[config.mk]
export PLATFORM = sky130hd
export DESIGN_NAME = i2c_slave_regfile
export DESIGN_NICKNAME = d
export VERILOG_FILES = /design/src/rtl/i2c_slave_regfile.sv
export SDC_FILE = /design/constraint.sdc
export NUM_CORES = 1
export LEC_CHECK = 0
export BUFFER_PORTS_ARGS = -buffer_cell sky130_fd_sc_hd__buf_2
export CAP_MARGIN = 20
export CORE_MARGIN = 10
export CORE_UTILIZATION = 50
export DETAILED_ROUTE_END_ITERATION = 7
export GPL_TIMING_DRIVEN = 0
export PLACE_DENSITY = 0.71
export SLEW_MARGIN = 20
export SYNTH_ARGS = -nofsm -noshare
export SYNTH_HDL_FRONTEND = slang
export SYNTH_SLANG_ARGS = --single-unit
[constraint.sdc]
create_clock -name clk -period 4.7 [get_ports clk]
set_input_delay 0.235 -clock clk [delete_from_list [all_inputs] [get_ports clk]]
set_output_delay 0.235 -clock clk [all_outputs]
set_load 0.05 [all_outputs]
[src/rtl/i2c_slave_regfile.sv]
// Register file behind an I2C slave byte engine: pointer byte, auto-incrementing
// writes and reads from the I2C side, plus a concurrent single-cycle host port.
module i2c_slave_regfile #(
    parameter int               NREGS   = 16,
    parameter logic [NREGS-1:0] RO_MASK = '0,
    localparam int              AW      = $clog2(NREGS)
) (
    input  logic          clk,
    input  logic          reset,
    input  logic          xfer_start,
    input  logic          xfer_rw,
    input  logic [7:0]    rx_data,
    input  logic          rx_valid_n,
    input  logic          tx_req_n,
    output logic [7:0]    tx_data,
    input  logic [AW-1:0] host_addr,
    input  logic          host_we,
    input  logic [7:0]    host_wdata,
    output logic [7:0]    host_rdata,
    output logic          i2c_wr_pulse,
    output logic [AW-1:0] i2c_wr_addr,
    output logic          ptr_err
);

    localparam logic [2:0] S_IDLE    = 3'd0;
    localparam logic [2:0] S_PTR     = 3'd1;
    localparam logic [2:0] S_WRITE   = 3'd2;
    localparam logic [2:0] S_DISCARD = 3'd3;
    localparam logic [2:0] S_READ    = 3'd4;

    logic [2:0]    state;
    logic [AW-1:0] ptr;
    logic [7:0]    regs [NREGS];
    logic          rx_valid_n_q;
    logic          tx_req_n_q;

    logic rx_fall;
    logic tx_fall;
    logic ptr_ok;
    logic i2c_wr;
    logic collide;
    logic i2c_commit;

    assign rx_fall = rx_valid_n_q & ~rx_valid_n;
    assign tx_fall = tx_req_n_q & ~tx_req_n;

    // Pointer byte is legal only when every bit above the index width is zero.
    assign ptr_ok = ((rx_data >> AW) == 8'd0);

    // A restart in the same cycle as a strobe swallows the strobe.
    assign i2c_wr     = (state == S_WRITE) && rx_fall && !xfer_start && !RO_MASK[ptr];
    assign collide    = host_we && (host_addr == ptr);
    assign i2c_commit = i2c_wr && !collide;

    always_ff @(posedge clk or posedge reset) begin
        if (reset) begin
            rx_valid_n_q <= 1'b1;
            tx_req_n_q   <= 1'b1;
        end else begin
            rx_valid_n_q <= rx_valid_n;
            tx_req_n_q   <= tx_req_n;
        end
    end

    always_ff @(posedge clk or posedge reset) begin
        if (reset) begin
            state   <= S_IDLE;
            ptr     <= '0;
            ptr_err <= 1'b0;
        end else if (xfer_start) begin
            state   <= xfer_rw ? S_READ : S_PTR;
            ptr_err <= 1'b0;
        end else begin
            case (state)
                S_PTR: begin
                    if (rx_fall) begin
                        if (ptr_ok) begin
                            ptr   <= rx_data[AW-1:0];
                            state <= S_WRITE;
                        end else begin
                            ptr_err <= 1'b1;
                            state   <= S_DISCARD;
                        end
                    end
                end
                S_WRITE: begin
                    // Read-only targets still advance the pointer.
                    if (rx_fall)
                        ptr <= ptr + 1'b1;
                end
                S_READ: begin
                    if (tx_fall)
                        ptr <= ptr + 1'b1;
                end
                default: ;
            endcase
        end
    end

    // Host write is applied last so it wins a same-register collision.
    always_ff @(posedge clk or posedge reset) begin
        if (reset) begin
            for (int i = 0; i < NREGS; i++)
                regs[i] <= 8'h00;
        end else begin
            if (i2c_commit)
                regs[ptr] <= rx_data;
            if (host_we)
                regs[host_addr] <= host_wdata;
        end
    end

    always_ff @(posedge clk or posedge reset) begin
        if (reset) begin
            tx_data      <= 8'h00;
            host_rdata   <= 8'h00;
            i2c_wr_pulse <= 1'b0;
            i2c_wr_addr  <= '0;
        end else begin
            tx_data      <= regs[ptr];
            host_rdata   <= regs[host_addr];
            i2c_wr_pulse <= i2c_commit;
            if (i2c_commit)
                i2c_wr_addr <= ptr;
        end
    end

endmodule

After elaboration in Yosys (flattened, before gate mapping)
Memory sizes are Yosys's and may differ from the RTL's.
Cells that the tools add are included.
{"block": "op_classes", "add_sub_neg": 1, "n_lt_le_gt_ge": 5, "n_eq_ne": 9, "mux": 29, "bitwise": 7, "n_reduce_logical": 17}
{"op": "$bwmux W128", "count": 2}
{"op": "$mux W128", "count": 2}
{"op": "$bmux W8 S4", "count": 2}
{"op": "$demux W8 S4", "count": 2}
{"op": "$mux W8", "count": 6}
{"op": "$mux W4", "count": 4}
{"op": "$mux W3", "count": 4}
{"op": "$pmux W4 S3", "count": 1}
{"op": "$ge A5 B5 Y1 const B", "count": 2}
{"op": "$lt A5 B1 Y1 const B", "count": 2}
{"op": "$ne A2 B2 Y1 const B", "count": 5}
{"op": "$not A4 Y5", "count": 2}
{"op": "$logic_not A8 Y1", "count": 1}
{"op": "$logic_and A1 B1 Y1", "count": 7}
{"op": "$mux W1", "count": 6}
{"op": "$reduce_and A6 Y1", "count": 1}
{"op": "$lt A4 B5 Y1 const B", "count": 1}
{"op": "$add A4 B1 Y4 const B", "count": 1}
{"op": "$eq A4 B4 Y1", "count": 1}
{"op": "$reduce_bool A2 Y1", "count": 2}
{"op": "$eq A3 B1 Y1 const B", "count": 1}
{"op": "$eq A3 B2 Y1 const B", "count": 1}
{"op": "$eq A3 B3 Y1 const B", "count": 1}
{"op": "$logic_not A1 Y1", "count": 3}
{"op": "5 further kinds", "count": 8}
{"block": "word_totals", "register_bits": 159, "rom_bits": 16, "word_cells": 94, "mem_count": 1}
{"name": "(name not given)", "words": 16, "width": 1, "rd": 1, "rd_ports_with_merged_regs": 0, "write_ports": 0, "line_no": "51", "text": "assign i2c_wr = (state == S_WRITE) && rx_fall && !xfer_start && !RO_MASK[ptr];"}

Longest topological paths before layout
{"block": "logic_depth", "ltp_word": 9, "mapped_depth": 8, "mapped_depth_nobuf": 5}

Least setup slack after synthesis
No wires, ideal clock.
{"block": "synth_path", "path_kind": "register to register", "start": "reg rx_valid_n_q", "end": "reg regs[100] (netlist bit)", "setup_ns": 0.137, "arrival_ns": 2.009, "path_slack_ns": 2.554, "stages_incl_launch_ff": 8, "path_buffers": 2, "period_less_slack_ns": 2.146, "path_cell_list": "dfstp_2 -> or3b_4 -> nor4b_4 -> buf_6 -> buf_12 -> o2111ai_4 -> mux2i_1 -> a21oi_1"}
{"block": "synth_between", "elab_chain_len": 8}
{"item": "from (decl)", "line_no": "34", "text": "logic rx_valid_n_q;"}
{"item": "from (signal assigned)", "line_no": "60", "text": "rx_valid_n_q <= rx_valid_n;"}
{"item": "$and A1 B1 Y1 *", "line_no": "44", "text": "assign rx_fall = rx_valid_n_q & ~rx_valid_n;"}
{"item": "$logic_and A1 B1 Y1 * (3 in series)", "line_no": "51"}
{"item": "$logic_and A1 B1 Y1 *", "line_no": "53", "text": "assign i2c_commit = i2c_wr && !collide;"}
{"item": "$mux W128 *", "line_no": "106", "text": "if (i2c_commit)"}
{"item": "$bwmux W128", "line_no": "109", "text": "regs[host_addr] <= host_wdata;"}
{"item": "$mux W128 *", "line_no": "108", "text": "if (host_we)"}
{"item": "to (signal, indexed assignment)", "line_no": "107", "text": "regs[ptr] <= rx_data;"}
{"item": "to (signal, indexed assignment)", "line_no": "109"}
{"item": "to (decl)", "line_no": "33", "text": "logic [7:0] regs [NREGS];"}
Every way passes the cells marked *; elsewhere a longest branch is shown, timed or not.
A chain may end at the register's enable or synchronous reset.

Worst setup path in the final report
{"block": "layout_path", "start": "reg ptr[1]", "end": "reg regs[49] (netlist bit)"}
{"block": "layout_between", "elab_chain_len": 9, "elab_cells_between_ends": 18, "cone_classes": "order compare (2); eq/ne (1); mux (7); bitwise (1); reduce/logical (6); memory (1)"}
{"item": "from (decl)", "line_no": "32", "text": "logic [AW-1:0] ptr;"}
{"item": "from (signal assigned)", "line_no": "78", "text": "ptr <= rx_data[AW-1:0];"}
{"item": "from (signal assigned)", "line_no": "89", "text": "ptr <= ptr + 1'b1;"}
{"item": "from (signal assigned)", "line_no": "93", "text": "ptr <= ptr + 1'b1;"}
{"item": "$not A4 Y5 (not written as such)", "line_no": "107"}
{"item": "$ge A5 B5 Y1 (not written as such) or $lt A5 B1 Y1 (tied branches)", "line_no": "107"}
{"item": "$logic_and A1 B1 Y1 (not written as such)", "line_no": "107"}
{"item": "$mux W8 (not written as such)", "line_no": "107"}
{"item": "$demux W8 S4", "line_no": "107"}
{"item": "$bwmux W128", "line_no": "107"}
{"item": "$mux W128 *", "line_no": "106"}
{"item": "$bwmux W128", "line_no": "109"}
{"item": "$mux W128 *", "line_no": "108"}
Every way passes the cells marked *; elsewhere a longest branch is shown, timed or not. The select of a mux whose other input is x is not followed.

==> impl_metrics.xml <==
<?xml version="1.0" encoding="UTF-8"?>
<metrics>
  <group name="timing">
    <metric name="fin_crit_sh" unit="">0.5635</metric>
    <metric name="relSlewSlack" unit="">0.2780</metric>
    <metric name="total_neg_setup_slack" unit="ns">0</metric>
    <metric name="hold_viol_final" unit="">0</metric>
    <metric name="fmax" unit="MHz">377.6</metric>
    <metric name="timing_worst_slew_pin_value" unit="ns">1.073</metric>
    <metric name="slew_viol_final" unit="">0</metric>
    <metric name="final.setup_skew" unit="ns">0.009285</metric>
    <metric name="rsz0062_at_grt" unit="">false</metric>
    <metric name="min_tclk_post_route" unit="ns">2.648</metric>
    <metric name="timing.final.setup_violations" unit="">0</metric>
    <metric name="final.setup.worst_slack" unit="ns">2.052</metric>
  </group>
  <group name="floorplanning">
    <metric name="die_width" unit="um">158.3</metric>
    <metric name="die_h" unit="um">158.3</metric>
    <metric name="start_util" unit="">0.5095</metric>
    <metric name="placementRows" unit="">50</metric>
    <metric name="core" unit="um^2">18770</metric>
    <metric name="ioPinCount" unit="">49</metric>
    <metric name="die_footprint" unit="um^2">25050</metric>
  </group>
  <group name="finish">
    <metric name="synthToLayoutAreaGrowth" unit="%">12.07</metric>
    <metric name="layout-drive-gt1-share" unit="">0.2197</metric>
    <metric name="highest_count_cells_in_the_layout_ignoring_fill_and_taps" unit="">157 x sky130_fd_sc_hd__dfrtp_1, 130 x sky130_fd_sc_hd__mux2i_1, 87 x sky130_fd_sc_hd__nor2_1, 85 x sky130_fd_sc_hd__a21oi_1, 80 x sky130_fd_sc_hd__mux4_2</metric>
    <metric name="final_cell_count_no_fill" unit="">1108</metric>
    <metric name="final_common_cell" unit="">sky130_fd_sc_hd__dfrtp_1</metric>
    <metric name="num-nets-final" unit="">892</metric>
    <metric name="antenna_cells" unit="">0</metric>
  </group>
  <group name="power">
    <metric name="ir_worst_vdd" unit="mV">0.3030</metric>
    <metric name="pwr_density_cell" unit="nW/um^2">503.5</metric>
    <metric name="leakage" unit="nW">4.973</metric>
  </group>
  <group name="cts">
    <metric name="cts_setup_buffers" unit="">0</metric>
    <metric name="tritoncts" unit="">done</metric>
    <metric name="cts.repair.resized" unit="">0</metric>
    <metric name="cts_inserted_buffers" unit="">17</metric>
    <metric name="latest_clock_arrival_within_the_worst_skew_pair" unit="ns">0.44</metric>
    <metric name="post_cts_hold_buffer_count" unit="">4</metric>
    <metric name="clock_tree.root_cell" unit="">sky130_fd_sc_hd__clkbuf_16</metric>
    <metric name="clk_path_buf_depth" unit="">2</metric>
    <metric name="path_clk_slew" unit="ns">0.06</metric>
    <metric name="htreeDepth" unit="">4</metric>
    <metric name="numClockSinks" unit="">159</metric>
  </group>
  <group name="worst_setup_path">
    <metric name="critPathCaptureType" unit="">flop</metric>
    <metric name="required" unit="ns">4.99</metric>
    <metric name="crit_fanout" unit="">10</metric>
    <metric name="startpoint" unit="">ptr[1]</metric>
    <metric name="critPathKind" unit="">reg -&gt; reg</metric>
    <metric name="crit_path_start_kind" unit="">flop</metric>
    <metric name="critical_path_arrival" unit="ns">2.94</metric>
    <metric name="timing.rr.start" unit="">ptr[1]</metric>
  </group>
  <group name="yosys">
    <metric name="postSynthNetCount" unit="">837</metric>
    <metric name="synthArstFlopShare" unit="">1.000</metric>
    <metric name="syn_inst" unit="">806</metric>
    <metric name="ys_ff_latch" unit="">159</metric>
    <metric name="yosys_warnings" unit="">0</metric>
    <metric name="yosysUniqueCellTypes" unit="">47</metric>
    <metric name="yosys.area.top_type_share" unit="">0.4109</metric>
    <metric name="synth-edff-count" unit="">0</metric>
    <metric name="synth_ff_type" unit="">sky130_fd_sc_hd__dfrtp_1</metric>
    <metric name="synth_top_cells_by_area" unit="">sky130_fd_sc_hd__dfrtp_1 41%, sky130_fd_sc_hd__mux4_2 19%, sky130_fd_sc_hd__mux2i_1 14%, sky130_fd_sc_hd__a21oi_1 4.4%, sky130_fd_sc_hd__o2111ai_4 4.4%</metric>
    <metric name="mappedNetlistArea" unit="um^2">9562</metric>
    <metric name="synth_top_area_cell" unit="">sky130_fd_sc_hd__dfrtp_1</metric>
    <metric name="synth_seq_area_share" unit="">0.4164</metric>
    <metric name="syn_avg_cell_area" unit="um^2">11.86</metric>
  </group>
  <group name="placement">
    <metric name="place_ws" unit="ns">2.128</metric>
    <metric name="number_of_buffers_inserted_by_port_buffering" unit="">30</metric>
    <metric name="gp_routability_congestion" unit="">0.9477</metric>
    <metric name="dpl.cell_count" unit="">1072</metric>
    <metric name="dpl_hpwl" unit="mm">19.85</metric>
  </group>
  <group name="routing">
    <metric name="viasPerCell" unit="">6.367</metric>
    <metric name="wl_per_cell" unit="um">24.85</metric>
    <metric name="route.vias.total" unit="">7055</metric>
    <metric name="firstDrtPassIters" unit="">8</metric>
    <metric name="detail_route.drc_violations" unit="">0</metric>
    <metric name="totalWireLength" unit="mm">27.53</metric>
    <metric name="drt-initial-drc-count" unit="">913</metric>
    <metric name="antenna_left" unit="">0</metric>
  </group>
  <group name="global_route">
    <metric name="global_route.usage.total" unit="">0.2270</metric>
    <metric name="grt-ovfl-total" unit="">0</metric>
    <metric name="grt_start_max_net_pins" unit="">94</metric>
    <metric name="grt_first_pass_wirelength" unit="mm">42.52</metric>
    <metric name="first_global_vias" unit="">6918</metric>
    <metric name="number_of_antenna_violations_at_the_first_check_in_global_routing" unit="">1</metric>
  </group>
  <group name="min_path">
    <metric name="worstHoldPathType" unit="">in -&gt; reg</metric>
    <metric name="timing.hold.worst.start" unit="">xfer_start</metric>
  </group>
  <group name="outcome">
    <metric name="status" unit="">complete, no violations</metric>
  </group>
  <group name="flow_run">
    <metric name="cap_viol_max_count" unit="">0</metric>
  </group>
</metrics>
-- registers in the layout (all words and copies together) (netlist names) --
register	count
host_rdata	8
i2c_wr_addr	4
i2c_wr_pulse	1
ptr	4
ptr_err	1
regs	128
rx_valid_n_q	1
state	3
tx_data	8
tx_req_n_q	1
-- critical path, stage by stage, from the launching register on --
cell	delay (ns)
sky130_fd_sc_hd__dfrtp_1	0.38
sky130_fd_sc_hd__buf_4	0.23
sky130_fd_sc_hd__buf_1	0.62
sky130_fd_sc_hd__inv_1	0.19
sky130_fd_sc_hd__ha_1	0.39
sky130_fd_sc_hd__o2111ai_4	0.26
sky130_fd_sc_hd__mux2i_1	0.30
sky130_fd_sc_hd__o21ai_0	0.10
-- Yosys cell counts, types with 3 or more instances --
library cell and count:
sky130_fd_sc_hd__dfrtp_1 157, sky130_fd_sc_hd__mux2i_1 130, sky130_fd_sc_hd__nor2_1 87, sky130_fd_sc_hd__a21oi_1 85, sky130_fd_sc_hd__mux4_2 80, sky130_fd_sc_hd__nand2_1 62
sky130_fd_sc_hd__clkbuf_1 42, sky130_fd_sc_hd__o21ai_0 32, sky130_fd_sc_hd__o21ai_1 21, sky130_fd_sc_hd__buf_1 16, sky130_fd_sc_hd__o2111ai_4 16, sky130_fd_sc_hd__buf_2 13
sky130_fd_sc_hd__inv_1 9, sky130_fd_sc_hd__nor2b_1 6, sky130_fd_sc_hd__nand3_1 5, sky130_fd_sc_hd__ha_1 4, sky130_fd_sc_hd__buf_4 3, sky130_fd_sc_hd__buf_6 3
-- cells by family after synthesis --
kind of cell	count (synthesis)	synth area share
muxes	212	0.3269
and+or+nand+nor	178	0.08257
AOI/OAI and AO/OA	162	0.1226
DFF	159	0.4164
buffers and inverters	87	0.04109
xor gates and xnor gates	4	0.005234
adders and majority gates	4	0.005234
-- metrics by stage --
stage	power [W]	utilization	area [um^2]	hold WS (ns)
3_5_place_dp	0.003877	0.5352	10040	0.3209
4_1_cts	0.005373	0.5709	10720	0.03127
3_3_place_gp	0.003826	0.5331	10000	0.3523
6_report	0.005395	0.5709	10720	0.03855
5_1_grt	0.005611	0.5709	10720	0.04672
2_1_floorplan	0.003375	-	9562	0.2395
-- power breakdown --
group	switching, W	total (W)	leakage [nW]	internal, W
clock network	0.000595	0.00150	0.300	0.000904
logic	0.00111	0.00196	2.77	0.000844
registers	0.000233	0.00194	1.90	0.00170
-- worst paths after layout --
check / end / slack, ns / depth (start not counted)
setup / recovery: regs[49] / 2.05 / 7
hold / removal: ptr_err / 0.04 / 2
setup reg to reg: regs[49] / 2.05 / 7
hold reg to reg: i2c_wr_addr[3] / 0.47 / 2
max in group asynchronous: regs[115] / 3.48 / 4
min in group asynchronous: regs[15] / 0.38 / 3
-- metal layers --
metal | track usage | vias up | share of wire
li1 | - | 3083 | -
met5 | 0 | - | 0
met4 | 0.06220 | 0 | 0.017
met3 | 0.06665 | 42 | 0.10
met1 | 0.3004 | 3542 | 0.40
met2 | 0.3570 | 388 | 0.48
-- layout make-up --
| type | count | area (um^2) |
|---|---|---|
| fillers | 1580 | 8053 |
| multi-input cells | 560 | 5187 |
| flip-flops and latches | 159 | 3981 |
| clock buffers | 19 | 442.9 |
| plain buffers | 78 | 359.1 |
| well taps | 234 | 292.8 |
| repair buffers | 36 | 222.7 |
| clock inverters | 13 | 187.7 |
| inverters | 9 | 41.29 |
Note: power is estimated with default switching activity, not from simulation.
